$ cat src/rtl/piano_pkg.sv
// Shared piano definitions: sequencer mode encodings and note frequency codes.
// REST_FREQ is the code the keyboard emits with no key down; the sequencer
// never compares freq words itself, it trusts the keyboard's note_valid flag.
package piano_pkg;

    typedef enum logic [1:0] {
        MODE_IDLE = 2'd0,
        MODE_REC  = 2'd1,
        MODE_PLAY = 2'd2
    } mode_t;

    localparam logic [31:0] REST_FREQ   = 32'd20000;
    localparam logic [31:0] SILENT_FREQ = 32'd100000000;

endpackage

$ cat src/rtl/beat_tick_gen.sv
// Free-running beat divider: one-cycle pulse every CLK_FREQ/BEAT_HZ clocks.
// The pulse is high while the counter sits on its last value, so the wrap
// edge is the edge that consumes the tick.
module beat_tick_gen #(
    parameter int CLK_FREQ = 100_000_000,
    parameter int BEAT_HZ  = 8
) (
    input  logic clk,
    input  logic reset,
    output logic beat_tick
);

    localparam int DIV = CLK_FREQ / BEAT_HZ;
    localparam int CW  = (DIV > 1) ? $clog2(DIV) : 1;
    localparam logic [CW-1:0] CNT_MAX = CW'(DIV - 1);

    logic [CW-1:0] cnt;

    // count 0..DIV-1 and wrap, independent of sequencer mode
    always_ff @(posedge clk or negedge reset) begin
        if (!reset)
            cnt <= '0;
        else if (cnt == CNT_MAX)
            cnt <= '0;
        else
            cnt <= cnt + 1'b1;
    end

    assign beat_tick = (cnt == CNT_MAX);

endmodule

$ cat src/rtl/recorder_seq_ctrl.sv
// Record/playback sequencer for the piano note RAM (one freq word per beat).
// Button pulses drive an IDLE/REC/PLAY FSM; on each beat it writes (REC) or
// steps the read address (PLAY). last_addr tracks the last non-rest beat so
// trailing rests are trimmed from the song.
// Build option: define REC_LOOP_EN to loop playback continuously; otherwise
// playback returns to IDLE at the end of the song.
module recorder_seq_ctrl
    import piano_pkg::*;
#(
    parameter int CLK_FREQ  = 100_000_000,
    parameter int BEAT_HZ   = 8,
    parameter int MEM_DEPTH = 1000,
    parameter int ADDR_W    = 10
) (
    input  logic              clk,
    input  logic              reset,
    input  logic              btn_rec,
    input  logic              btn_play,
    input  logic              btn_stop,
    input  logic              note_valid,
    output logic              beat_tick,
    output logic              mem_we,
    output logic [ADDR_W-1:0] wr_addr,
    output logic [ADDR_W-1:0] rd_addr,
    output logic [ADDR_W-1:0] last_addr,
    output logic              mute,
    output logic [1:0]        mode,
    output logic              full
);

    localparam logic [ADDR_W-1:0] ADDR_END = ADDR_W'(MEM_DEPTH - 1);

    mode_t st;
    logic  has_song;

    beat_tick_gen #(
        .CLK_FREQ (CLK_FREQ),
        .BEAT_HZ  (BEAT_HZ)
    ) u_tick (
        .clk       (clk),
        .reset     (reset),
        .beat_tick (beat_tick)
    );

    // the RAM commits the word on the tick edge at the current wr_addr
    assign mem_we = beat_tick && (st == MODE_REC);
    assign mode   = st;

    // mode FSM plus address/length bookkeeping; button handling is written
    // after the beat handling so a command overrides the beat on the same edge
    always_ff @(posedge clk or negedge reset) begin
        if (!reset) begin
            st        <= MODE_IDLE;
            wr_addr   <= '0;
            rd_addr   <= '0;
            last_addr <= '0;
            has_song  <= 1'b0;
            mute      <= 1'b1;
            full      <= 1'b0;
        end else begin
            case (st)
                MODE_IDLE: begin
                    if (!btn_stop) begin
                        if (btn_rec) begin
                            st        <= MODE_REC;
                            wr_addr   <= '0;
                            last_addr <= '0;
                            has_song  <= 1'b0;
                            full      <= 1'b0;
                        end else if (btn_play && has_song) begin
                            st      <= MODE_PLAY;
                            rd_addr <= '0;
                            mute    <= 1'b0;
                        end
                    end
                end
                MODE_REC: begin
                    if (beat_tick) begin
                        if (note_valid) begin
                            last_addr <= wr_addr;
                            has_song  <= 1'b1;
                        end
                        if (wr_addr == ADDR_END) begin
                            st   <= MODE_IDLE;
                            full <= 1'b1;
                        end else begin
                            wr_addr <= wr_addr + 1'b1;
                        end
                    end
                    if (btn_stop) begin
                        st <= MODE_IDLE;
                    end else if (btn_rec) begin
                        st        <= MODE_REC;
                        wr_addr   <= '0;
                        last_addr <= '0;
                        has_song  <= 1'b0;
                        full      <= 1'b0;
                    end else if (btn_play) begin
                        st <= MODE_IDLE;
                    end
                end
                MODE_PLAY: begin
                    if (beat_tick) begin
                        if (rd_addr == last_addr) begin
                            rd_addr <= '0;
`ifdef REC_LOOP_EN
                            st      <= MODE_PLAY;
`else
                            st      <= MODE_IDLE;
                            mute    <= 1'b1;
`endif
                        end else begin
                            rd_addr <= rd_addr + 1'b1;
                        end
                    end
                    if (btn_stop) begin
                        st      <= MODE_IDLE;
                        rd_addr <= '0;
                        mute    <= 1'b1;
                    end else if (btn_rec) begin
                        st        <= MODE_REC;
                        rd_addr   <= '0;
                        mute      <= 1'b1;
                        wr_addr   <= '0;
                        last_addr <= '0;
                        has_song  <= 1'b0;
                        full      <= 1'b0;
                    end else if (btn_play) begin
                        st      <= MODE_PLAY;
                        rd_addr <= '0;
                        mute    <= 1'b0;
                    end
                end
                default: begin
                    st   <= MODE_IDLE;
                    mute <= 1'b1;
                end
            endcase
        end
    end

endmodule

$ cat config.mk
export PLATFORM = sky130hd
export DESIGN_NAME = recorder_seq_ctrl
export DESIGN_NICKNAME = d
export VERILOG_FILES = /design/src/rtl/piano_pkg.sv /design/src/rtl/beat_tick_gen.sv /design/src/rtl/recorder_seq_ctrl.sv
export SDC_FILE = /design/constraint.sdc
export NUM_CORES = 1
export LEC_CHECK = 0
export ABC_AREA = 1
export BUFFER_PORTS_ARGS = -buffer_cell sky130_fd_sc_hd__buf_2
export CAP_MARGIN = 25
export CORE_UTILIZATION = 30
export DETAILED_ROUTE_END_ITERATION = 8
export GPL_ROUTABILITY_DRIVEN = 0
export MAX_ROUTING_LAYER = met4
export SETUP_SLACK_MARGIN = 0.02
export SLEW_MARGIN = 40
export SYNTH_ARGS = -nofsm -noshare
export SYNTH_HDL_FRONTEND = slang
export SYNTH_SLANG_ARGS = --single-unit
export TNS_END_PERCENT = 20
$ cat constraint.sdc
create_clock -name clk -period 4.68 [get_ports clk]
set_clock_uncertainty 0.15 [all_clocks]
set_input_delay 0.234 -clock clk [delete_from_list [all_inputs] [get_ports clk]]
set_output_delay 0.234 -clock clk [all_outputs]
set_load 0.005 [all_outputs]
* Word-level counts from Yosys, hierarchy flattened
Index checks and enable logic that the tools add are counted.
** Cells by class
- Reductions and logical operators :: 10
- Eq/ne operators :: 15
- Magnitude comparators :: 0
- Shifts and indexed selects :: 0
- Multiplexer cells :: 57
- Bitwise logic cells :: 1
- Multipliers :: 0
- $add $sub $neg :: 3
- Div/mod/pow operators :: 0
** Operator list (count)
- $mux 10 :: 18
- $pmux 10 s2 :: 3
- $mux 2 :: 13
- $add 24x1->24 const B :: 1
- $eq 24x24->1 const B :: 1
- $mux 24 :: 1
- $add 10x1->10 const B :: 2
- $mux 1 :: 18
- $ne 5x5->1 const B :: 3
- $reduce_and 6->1 :: 2
- $eq 10x10->1 :: 1
- $eq 10x10->1 const B :: 1
- $ne 2x2->1 const B :: 4
- $pmux 2 s3 :: 1
- $ne 5x4->1 const B :: 1
- $reduce_and 5->1 :: 1
- $pmux 1 s2 :: 2
- $reduce_bool 2->1 :: 2
- $ne 3x3->1 const B :: 1
- $pmux 1 s3 :: 1
- $reduce_and 3->1 :: 1
- $eq 2x1->1 const B :: 1
- $eq 2x2->1 const B :: 1
- $logic_and 1x1->1 :: 2
- other kinds (4) :: 4
** Storage, ports and cells
- Memories :: 0
- Latch bits :: 0
- Memory bits (read-only) :: 0
- RAM bits :: 0
- Register bits after elaboration :: 59
- Input port bits :: 6
- Logic and storage cells :: 94

* Depth between registers and ports, before layout
Gate-level depths: netlist of run 1.
- Word-level depth :: 7
- Depth in mapped cells :: 12
- Depth with buffers taken out :: 12

* By module
A second synthesis of run 1 with hierarchy kept.
** Second synthesis, totals
- Cells, all modules :: 479
- Area, all modules :: 3450.8 um^2
** By module, submodules not included
- recorder_seq_ctrl :: cells each 282, area an instance 2025.7 um^2, times used 1
- beat_tick_gen :: cells each 197, area an instance 1425.1 um^2, times used 1

* Worst setup path before layout of run 1
OpenSTA, ideal clock, no wires.
- Path kind :: flip-flop to flip-flop
- Start :: register u_tick.cnt[0]
- End :: register wr_addr[4]
- Library setup time :: 0.115 ns
- Data required time :: 4.415 ns
- Setup slack :: 3.023 ns
- Data arrival time :: 1.392 ns
- Cell stages (with the launch flop) :: 12
- Path buffers :: 1
- Cell sequence :: dfrtp_1 -> ha_1 -> nand4_1 -> nor2_4 -> nand3_4 -> buf_6 -> clkinv_4 -> nand2_2 -> nand2_2 -> a21oi_1 -> nor2_1 -> inv_1
** Between the ends
- Longest elaborated chain between the ends :: 5
** RTL lines
- start: declaration :: line beat_tick_gen.sv:17 : logic [CW-1:0] cnt;
- start signal: assignment :: line beat_tick_gen.sv:26 : cnt <= cnt + 1'b1;
- $eq 24x24->1 * :: line beat_tick_gen.sv:29 : assign beat_tick = (cnt == CNT_MAX);
- named net beat_tick :: line recorder_seq_ctrl.sv:21 : output logic beat_tick,
- $mux 10 * :: line recorder_seq_ctrl.sv:78 : if (beat_tick) begin
- $mux 10 :: line recorder_seq_ctrl.sv:92 : end else if (btn_rec) begin
- $mux 10 * :: line recorder_seq_ctrl.sv:90 : if (btn_stop) begin
- $pmux 10 s2 * :: line recorder_seq_ctrl.sv:61 : case (st)
- end signal: assignment :: line recorder_seq_ctrl.sv:87 : wr_addr <= wr_addr + 1'b1;
- end: declaration :: line recorder_seq_ctrl.sv:23 : output logic [ADDR_W-1:0] wr_addr,
The timed path passes the listed nets; every way through them passes the cells marked *.
A chain may end at the register's enable or synchronous reset.

* Worst setup path after layout of run 1
- Start :: register u_tick.cnt[0]
- End :: output port mem_we
** Between the ends
- Longest elaborated chain between the ends :: 2
** RTL lines
- $eq 24x24->1 :: line beat_tick_gen.sv:29
- $logic_and 1x1->1 :: line recorder_seq_ctrl.sv:46 : assign mem_we = beat_tick && (st == MODE_REC);
- end: declaration :: line recorder_seq_ctrl.sv:22 : output logic mem_we,
Every way passes these cells.

==> results of run 1 <==
state kept, by name, indices dropped and copies added, names as in the netlist:
| signal | cells |
|---|---|
| full | 1 |
| has_song | 1 |
| last_addr | 10 |
| mode | 2 |
| mute | 1 |
| rd_addr | 10 |
| u_tick.cnt | 24 |
| wr_addr | 10 |
cells in the mapped netlist, types with 2 or more instances:
master / n
nor3_1: 10
inv_2: 7
nor4_1: 2
nor2_2: 6
dfrtp_1: 58
o22ai_1: 8
nand4_1: 16
nand2_2: 7
nor3b_1: 2
nand2_1: 102
xor2_1: 9
nor2_1: 51
nor2_4: 9
ha_1: 3
o21a_1: 2
nor3b_2: 2
xnor2_1: 4
nand3_1: 22
nand2_4: 3
o21ai_0: 19
buf_6: 2
o21ai_1: 6
a21oi_1: 13
inv_1: 76
cell type report:
cell class | instances | area, um2 | area share, %
multi-input cells | 309 | 1640 | 39.8
flip-flops and latches | 59 | 1480 | 36.0
inverters | 85 | 329 | 8.01
clock buffers | 13 | 250 | 6.09
repair buffers | 43 | 226 | 5.51
well taps | 140 | 175 | 4.26
clock inverters | 3 | 15.0 | 0.365
routing by layer:
| layer | vias up | global-route usage, % | part of all wire, % |
|---|---|---|---|
| met2 | 71 | 21.8 | 44 |
| met1 | 1425 | 21.2 | 50 |
| met4 | 0 | 7.81 | 1.8 |
| met5 | - | - | 0 |
| met3 | 13 | 2.31 | 4.2 |
| li1 | 1559 | - | - |
where the power goes:
group          total, mW  switching (mW)  internal (mW)  leakage, nW
clock network      0.590           0.221          0.369        0.133
logic              0.102          0.0685         0.0338         1.07
registers          0.533         0.00961          0.523        0.804
total               1.23           0.299          0.926         2.01
worst max path at each step:
stage | startpoint | to | slack [ps] | cells after the start
floorplan | u_tick.cnt[0] | wr_addr[4] | 3020 | 11
global placement | u_tick.cnt[0] | rd_addr[9] | 2750 | 10
detailed placement | u_tick.cnt[0] | rd_addr[9] | 2690 | 10
CTS | u_tick.cnt[0] | mem_we | 2510 | 6
global route | u_tick.cnt[0] | mem_we | 2430 | 6
finish | u_tick.cnt[0] | mem_we | 2530 | 6
what timing repair did:
action,in CTS,in global routing
setup endpoints to repair,0,0
hold buffers,1,0
hold endpoints to repair,58,0
buffers inserted,0,0
through the flow:
step	hold slack, ps	std cells
2_1_floorplan	-212	455
3_3_place_gp	287	635
3_5_place_dp	291	635
4_1_cts	109	652
5_1_grt	123	652
6_report	123	652
worst register-to-register path, cell delays in order (launching register included):
cell and delay (ps):
dfrtp_1 360, ha_1 200, nand4_1 160, nor2_4 130
nand3_4 240, nand2_4 220, nand2_4 90, inv_6 100
nand2_4 80, o21ai_0 90, nor2_1 50
cells by family (layout without fill, tap and decap cells):
| group | count (synthesis) | count (layout) | share of synthesized area (%) |
|---|---|---|---|
| simple gates | 238 | 238 | 33.8 |
| xor+xnor | 13 | 13 | 3.29 |
| buf+inv | 87 | 144 | 10.1 |
| compound gates | 55 | 55 | 9.06 |
| flops | 59 | 59 | 42.6 |
| fa+ha+maj | 3 | 3 | 1.08 |
==> run_results.csv, run 1 <==
group,metric,value,unit
logic_synthesis,ys_warn_count,0,
logic_synthesis,synth-async-reset-ratio,100,%
hold_path,hold_path_depth,4,
critical_path,reg2reg_from,"u_tick.cnt[0]",
timing,timing.fmax,0.465,GHz
routing,drc_errors,0,
logic_synthesis,postSynthAreaPerCell,7.62,um2
routing,post_drt_wl_per_cell,12.7,um
layout,utilization,37.3,%
logic_synthesis,syn-cell-area,3470,um2
clocking,cts_buffers,9,
floorplan,die_w,109,um
timing,worst_pin_slew,539,ps
routing,vias,3068,
timing,slew_headroom,64.0,%
placement,placed_area,3830,um2
layout,final_common_cell,"nand2_1",
logic_synthesis,yosys_most_used_dff,"dfrtp_1",
logic_synthesis,synth-edff-count,0,
routing,drtAntennaViolNets,0,
hold_path,min-delay-start,"btn_stop",
layout,drive_above_1_share,19.3,%
power,total_power,1.23,mW
global_route,grt_pass1_vias,2749,
global_route,grt_usage,15.4,%
critical_path,worstPathCellList,"ha_1 -> nand4_1 -> nor2_4 -> nand3_4 -> nor2_1 -> buf_2",
power,vdd_ir_drop_max,0.193,mV
critical_path,critPathRequiredTime,4300,ps
clocking,cts.reportedPaths.clkPinSlew,50,ps
power,p_leak,2.01,nW
timing,final.min_clock_period,2150,ps
hold_path,min_delay_worst_endpoint,"mode[0]",
layout,num-nets-final,516,
layout,fill_cells,1134,
timing,setup_viol,0,
layout,area_growth,18.6,%
logic_synthesis,synth_area_leaders,"dfrtp_1, nand2_1, inv_1",
logic_synthesis,synth_top_cell_area_share,41.9,%
timing,drv_slew,0,
global_route,grt_overflow,0,
global_route,grt_max_degree,60,
clocking,cts_sinks,59,
power,p_per_area,298,nW/um2
critical_path,start_kind,"register",
critical_path,slowest_delay,360,ps
critical_path,cp-end-kind,"primary output",
timing,final.setup.worst_slack,2530,ps
floorplan,coreArea,11000,um2
clocking,clk-insertion-delay-late,330,ps
global_route,grt_antenna_before_repair,0,
clocking,root_buffer,"clkbuf_16",
logic_synthesis,netlist_instances,455,
floorplan,die-area,12000,um2
clocking,clk_path_buf_depth,2,
routing,drt-pass1-iter-count,5,
floorplan,start_util,31.4,%
critical_path,crit_buf_inv,1,
floorplan,pin_count,42,
floorplan,rows,38,
timing,fin_crit_sh,45.9,%
logic_synthesis,synth_top_cell_by_area,"dfrtp_1",
layout,diodes,0,
critical_path,r2r-end,"rd_addr[5]",
routing,first_iter_violations,199,
timing,final-hold-violation-count,0,
clocking,cts_tree,"built",
placement,port_buffers,41,
logic_synthesis,synth_cell_types,40,
critical_path,critPathMaxFanout,13,
logic_synthesis,ys_seq_area_share,42.6,%
hold_path,hold_path_class,"input pin to register",
layout,final_cell_mix,"nand2_1, inv_1, dfrtp_1, nor2_1, buf_2",
job,drv_cap,0,
run_status,status,"finished, final reports clean",
critical_path,worstSetupPathType,"register to primary output",
logic_synthesis,synthesis.nets,464,
placement,place_ws,2690,ps
critical_path,slowest_stage,"dfrtp_1",
timing,rsz0062_at_grt,"false",
routing,totalWireLength,8.31,mm
timing,setup_tns,0,ps
routing,vias_per_cell,4.71,
global_route,grt_pass1_wl,13.5,mm
logic_synthesis,yosys_register_bits,59,
critical_path,r2r_slack,2680,ps
clocking,ctsHtreeMaxLevel,3,
clocking,cts_resized,0,
floorplan,die_h,109,um
placement,dp_hpwl,6.22,mm
critical_path,path_delay_family,"simple AND/OR/NAND/NOR gates",
critical_path,r2r_cells,10,
layout,fin_area,4110,um2
critical_path,arrival,1760,ps
(Power assumes the default switching activity.)
==> run 2: changes to the inputs <==
Settings changed: ABC_AREA 1 to 0.
Clock period 4.68 ns to 1.8 ns, I/O delays scaled along.
==> run_results.csv, run 2 <==
group,metric,value,unit
layout,fill_cells,943,
timing,timing.fmax,0.427,GHz
timing,final.min_clock_period,2340,ps
critical_path,r2r-end,"wr_addr[2]",
timing,final.setup.worst_slack,-541,ps
clocking,cts_buffers,9,
global_route,grt_antenna_before_repair,0,
layout,area_growth,48.7,%
critical_path,critPathRequiredTime,1920,ps
floorplan,die_w,103,um
critical_path,critPathMaxFanout,3,
logic_synthesis,synth_top_cell_area_share,47.9,%
placement,dp_hpwl,6.12,mm
timing,rsz0062_at_grt,"true",
logic_synthesis,synth-edff-count,0,
critical_path,worstPathCellList,"or4_4 -> nor4_4 -> nand2_4 -> buf_4 -> buf_6 -> buf_4 -> nor3_4 -> a21oi_1 -> a31oi_1",
layout,utilization,46.1,%
clocking,cts_tree,"built",
routing,vias,2848,
layout,largest_register_ffs,24,
clocking,clk_path_buf_depth,2,
routing,post_drt_wl_per_cell,14.8,um
clocking,ctsHtreeMaxLevel,3,
global_route,grt_max_degree,27,
timing,drv_slew,0,
power,p_leak,2.27,nW
routing,drt-pass1-iter-count,4,
layout,num-nets-final,455,
routing,drtAntennaViolNets,0,
critical_path,worstSetupPathType,"register to register",
global_route,grt_pass1_vias,2885,
routing,totalWireLength,8.66,mm
run_status,violations,"negative setup slack",
global_route,grt_overflow,0,
clocking,clk-insertion-delay-late,350,ps
timing,setup_tns,-20810,ps
logic_synthesis,synth_commonest_cells,"dfrtp_1, nor2_1, xnor2_1, nand2_1",
critical_path,path_delay_family,"simple AND/OR/NAND/NOR gates",
critical_path,slowest_delay,550,ps
floorplan,pin_count,42,
critical_path,path_common_cell,"buf_4",
routing,highest_layer,"met4",
power,vdd_ir_drop_max,0.238,mV
layout,final_common_cell,"buf_4",
placement,place_ws,-525,ps
timing,setup_viol,53,
critical_path,arrival,2460,ps
critical_path,reg2reg_from,"u_tick.cnt[9]",
critical_path,setup.worst_path.start,"u_tick.cnt[9]",
critical_path,r2r_slack,-540,ps
clocking,root_buffer,"clkbuf_8",
floorplan,start_util,31.0,%
floorplan,coreArea,9770,um2
logic_synthesis,syn-cell-area,3030,um2
power,p_per_area,566,nW/um2
logic_synthesis,netlist_instances,304,
logic_synthesis,synth_top_cell_by_area,"dfrtp_1",
global_route,grt_pass1_wl,14.1,mm
layout,fin_area,4510,um2
floorplan,die_h,103,um
logic_synthesis,yosys.cell_count.top_type,"dfrtp_1",
timing,final-hold-violation-count,0,
floorplan,rows,36,
logic_synthesis,synth_cell_types,49,
logic_synthesis,ys_seq_area_share,48.7,%
critical_path,r2r_cells,9,
timing,worst_pin_slew,527,ps
critical_path,cp-end-kind,"register",
logic_synthesis,yosys_register_bits,59,
layout,diodes,0,
logic_synthesis,postSynthAreaPerCell,9.98,um2
logic_synthesis,yosys_most_used_dff,"dfrtp_1",
routing,vias_per_cell,4.88,
routing,dr_wl_met2,4.16,mm
routing,dr_wl_met3,311,um
routing,first_iter_violations,68,
logic_synthesis,synth_area_leaders,"dfrtp_1, xnor2_1, a22o_1",
job,drv_cap,0,
critical_path,slowest_stage,"or4_4",
routing,drc_errors,0,
timing,slew_headroom,64.9,%
logic_synthesis,synthesis.nets,313,
layout,regMostFlops,"u_tick.cnt",
logic_synthesis,ys_warn_count,0,
layout,final_cell_mix,"buf_4, dfrtp_1, buf_2, xnor2_1, nor2_1",
critical_path,crit_path_end,"wr_addr[2]",
floorplan,die-area,10500,um2
placement,port_buffers,41,
logic_synthesis,synth-async-reset-ratio,100,%
run_status,status,"finished, violations left",
timing,fin_crit_sh,130,%
clocking,cts.reportedPaths.clkPinSlew,70,ps
clocking,cts_sinks,59,
critical_path,start_kind,"register",
critical_path,cp.depth,9,
hold_path,hold_path_class,"input pin to asynchronous set/reset pin",
layout,drive_above_1_share,41.2,%
critical_path,crit_buf_inv,3,
global_route,grt_usage,18.5,%
placement,placed_area,4030,um2
routing,met1_length,3.97,mm
run 2: cell types whose count changed after synthesis, moves of 6 or more:
cell	before	now
o22ai_1	8	1
xnor2_1	4	27
a22o_1	0	13
inv_1	76	7
nor2_4	9	0
nand2_1	102	20
and3_1	0	8
a21oi_1	13	5
nand2b_1	0	6
clkbuf_1	0	7
nand3_1	22	14
inv_2	7	0
nor2_1	51	28
run 2: where the power goes:
group,total [mW],internal [mW],switching [mW]
clock,1.10,0.572,0.525
combinational,0.128,0.0498,0.0780
sequential,1.33,1.33,0.00232
total,2.55,1.95,0.605
run 2: repair_timing:
item                       CTS  global route
cloned                       2             0
buffers inserted             8             1
setup endpoints to repair   54            54
pin swaps                   23             3
hold buffers                 4             0
gates resized for setup     38             8
hold endpoints to repair    60             0
run 2: cell type report:
class	instances	area [um2]	area share, %
multi-input cells	227	1630	36.1
flip-flops and latches	59	1480	32.8
repair buffers	141	1030	22.8
well taps	133	166	3.69
clock buffers	14	163	3.61
inverters	8	35.0	0.777
clock inverters	2	10.0	0.222
run 2: routing by layer:
metal	vias to the layer above	GRT usage, %
li1	1373	-
met1	1388	23.4
met2	66	28.3
met3	21	3.66
met4	0	9.01
met5	-	-
run 2: cells by family after synthesis:
family | share of synthesized area [%]
AND/OR/NAND/NOR | 23.2
flip-flops | 48.7
AO/OA/AOI/OAI | 12.9
XOR/XNOR | 10.7
buffers and inverters | 2.89
adder cells (fa/ha/maj) | 1.24
multiplexers | 0.371
run 2: how the worst min path moves through the flow:
stage	cells after the start	endpoint	slack [ps]
2_1_floorplan	0	full	-360
3_3_place_gp	1	u_tick.cnt[18]	-100
3_5_place_dp	1	u_tick.cnt[19]	-90
4_1_cts	2	u_tick.cnt[20]	70
5_1_grt	4	last_addr[9]	100
6_report	2	u_tick.cnt[18]	70
run 2: worst register-to-register path, cell delays in order, from the launching register on:
cell and delay, ps:
dfrtp_1 380, or4_4 550, nor4_4 290, nand2_4 110, buf_4 140, buf_6 110
buf_4 130, nor3_4 160, a21oi_1 90, a31oi_1 140
run 2: per-stage QoR:
stage / cells / hold slack (ps) / power, mW
after CTS: 583 / 69.7 / 2.57
after floorplan: 304 / -356 / 1.39
after detailed placement: 553 / -91.3 / 1.46
after global routing: 584 / 96.4 / 2.66
after global placement: 553 / -98.5 / 1.46
final: 584 / 74.9 / 2.55
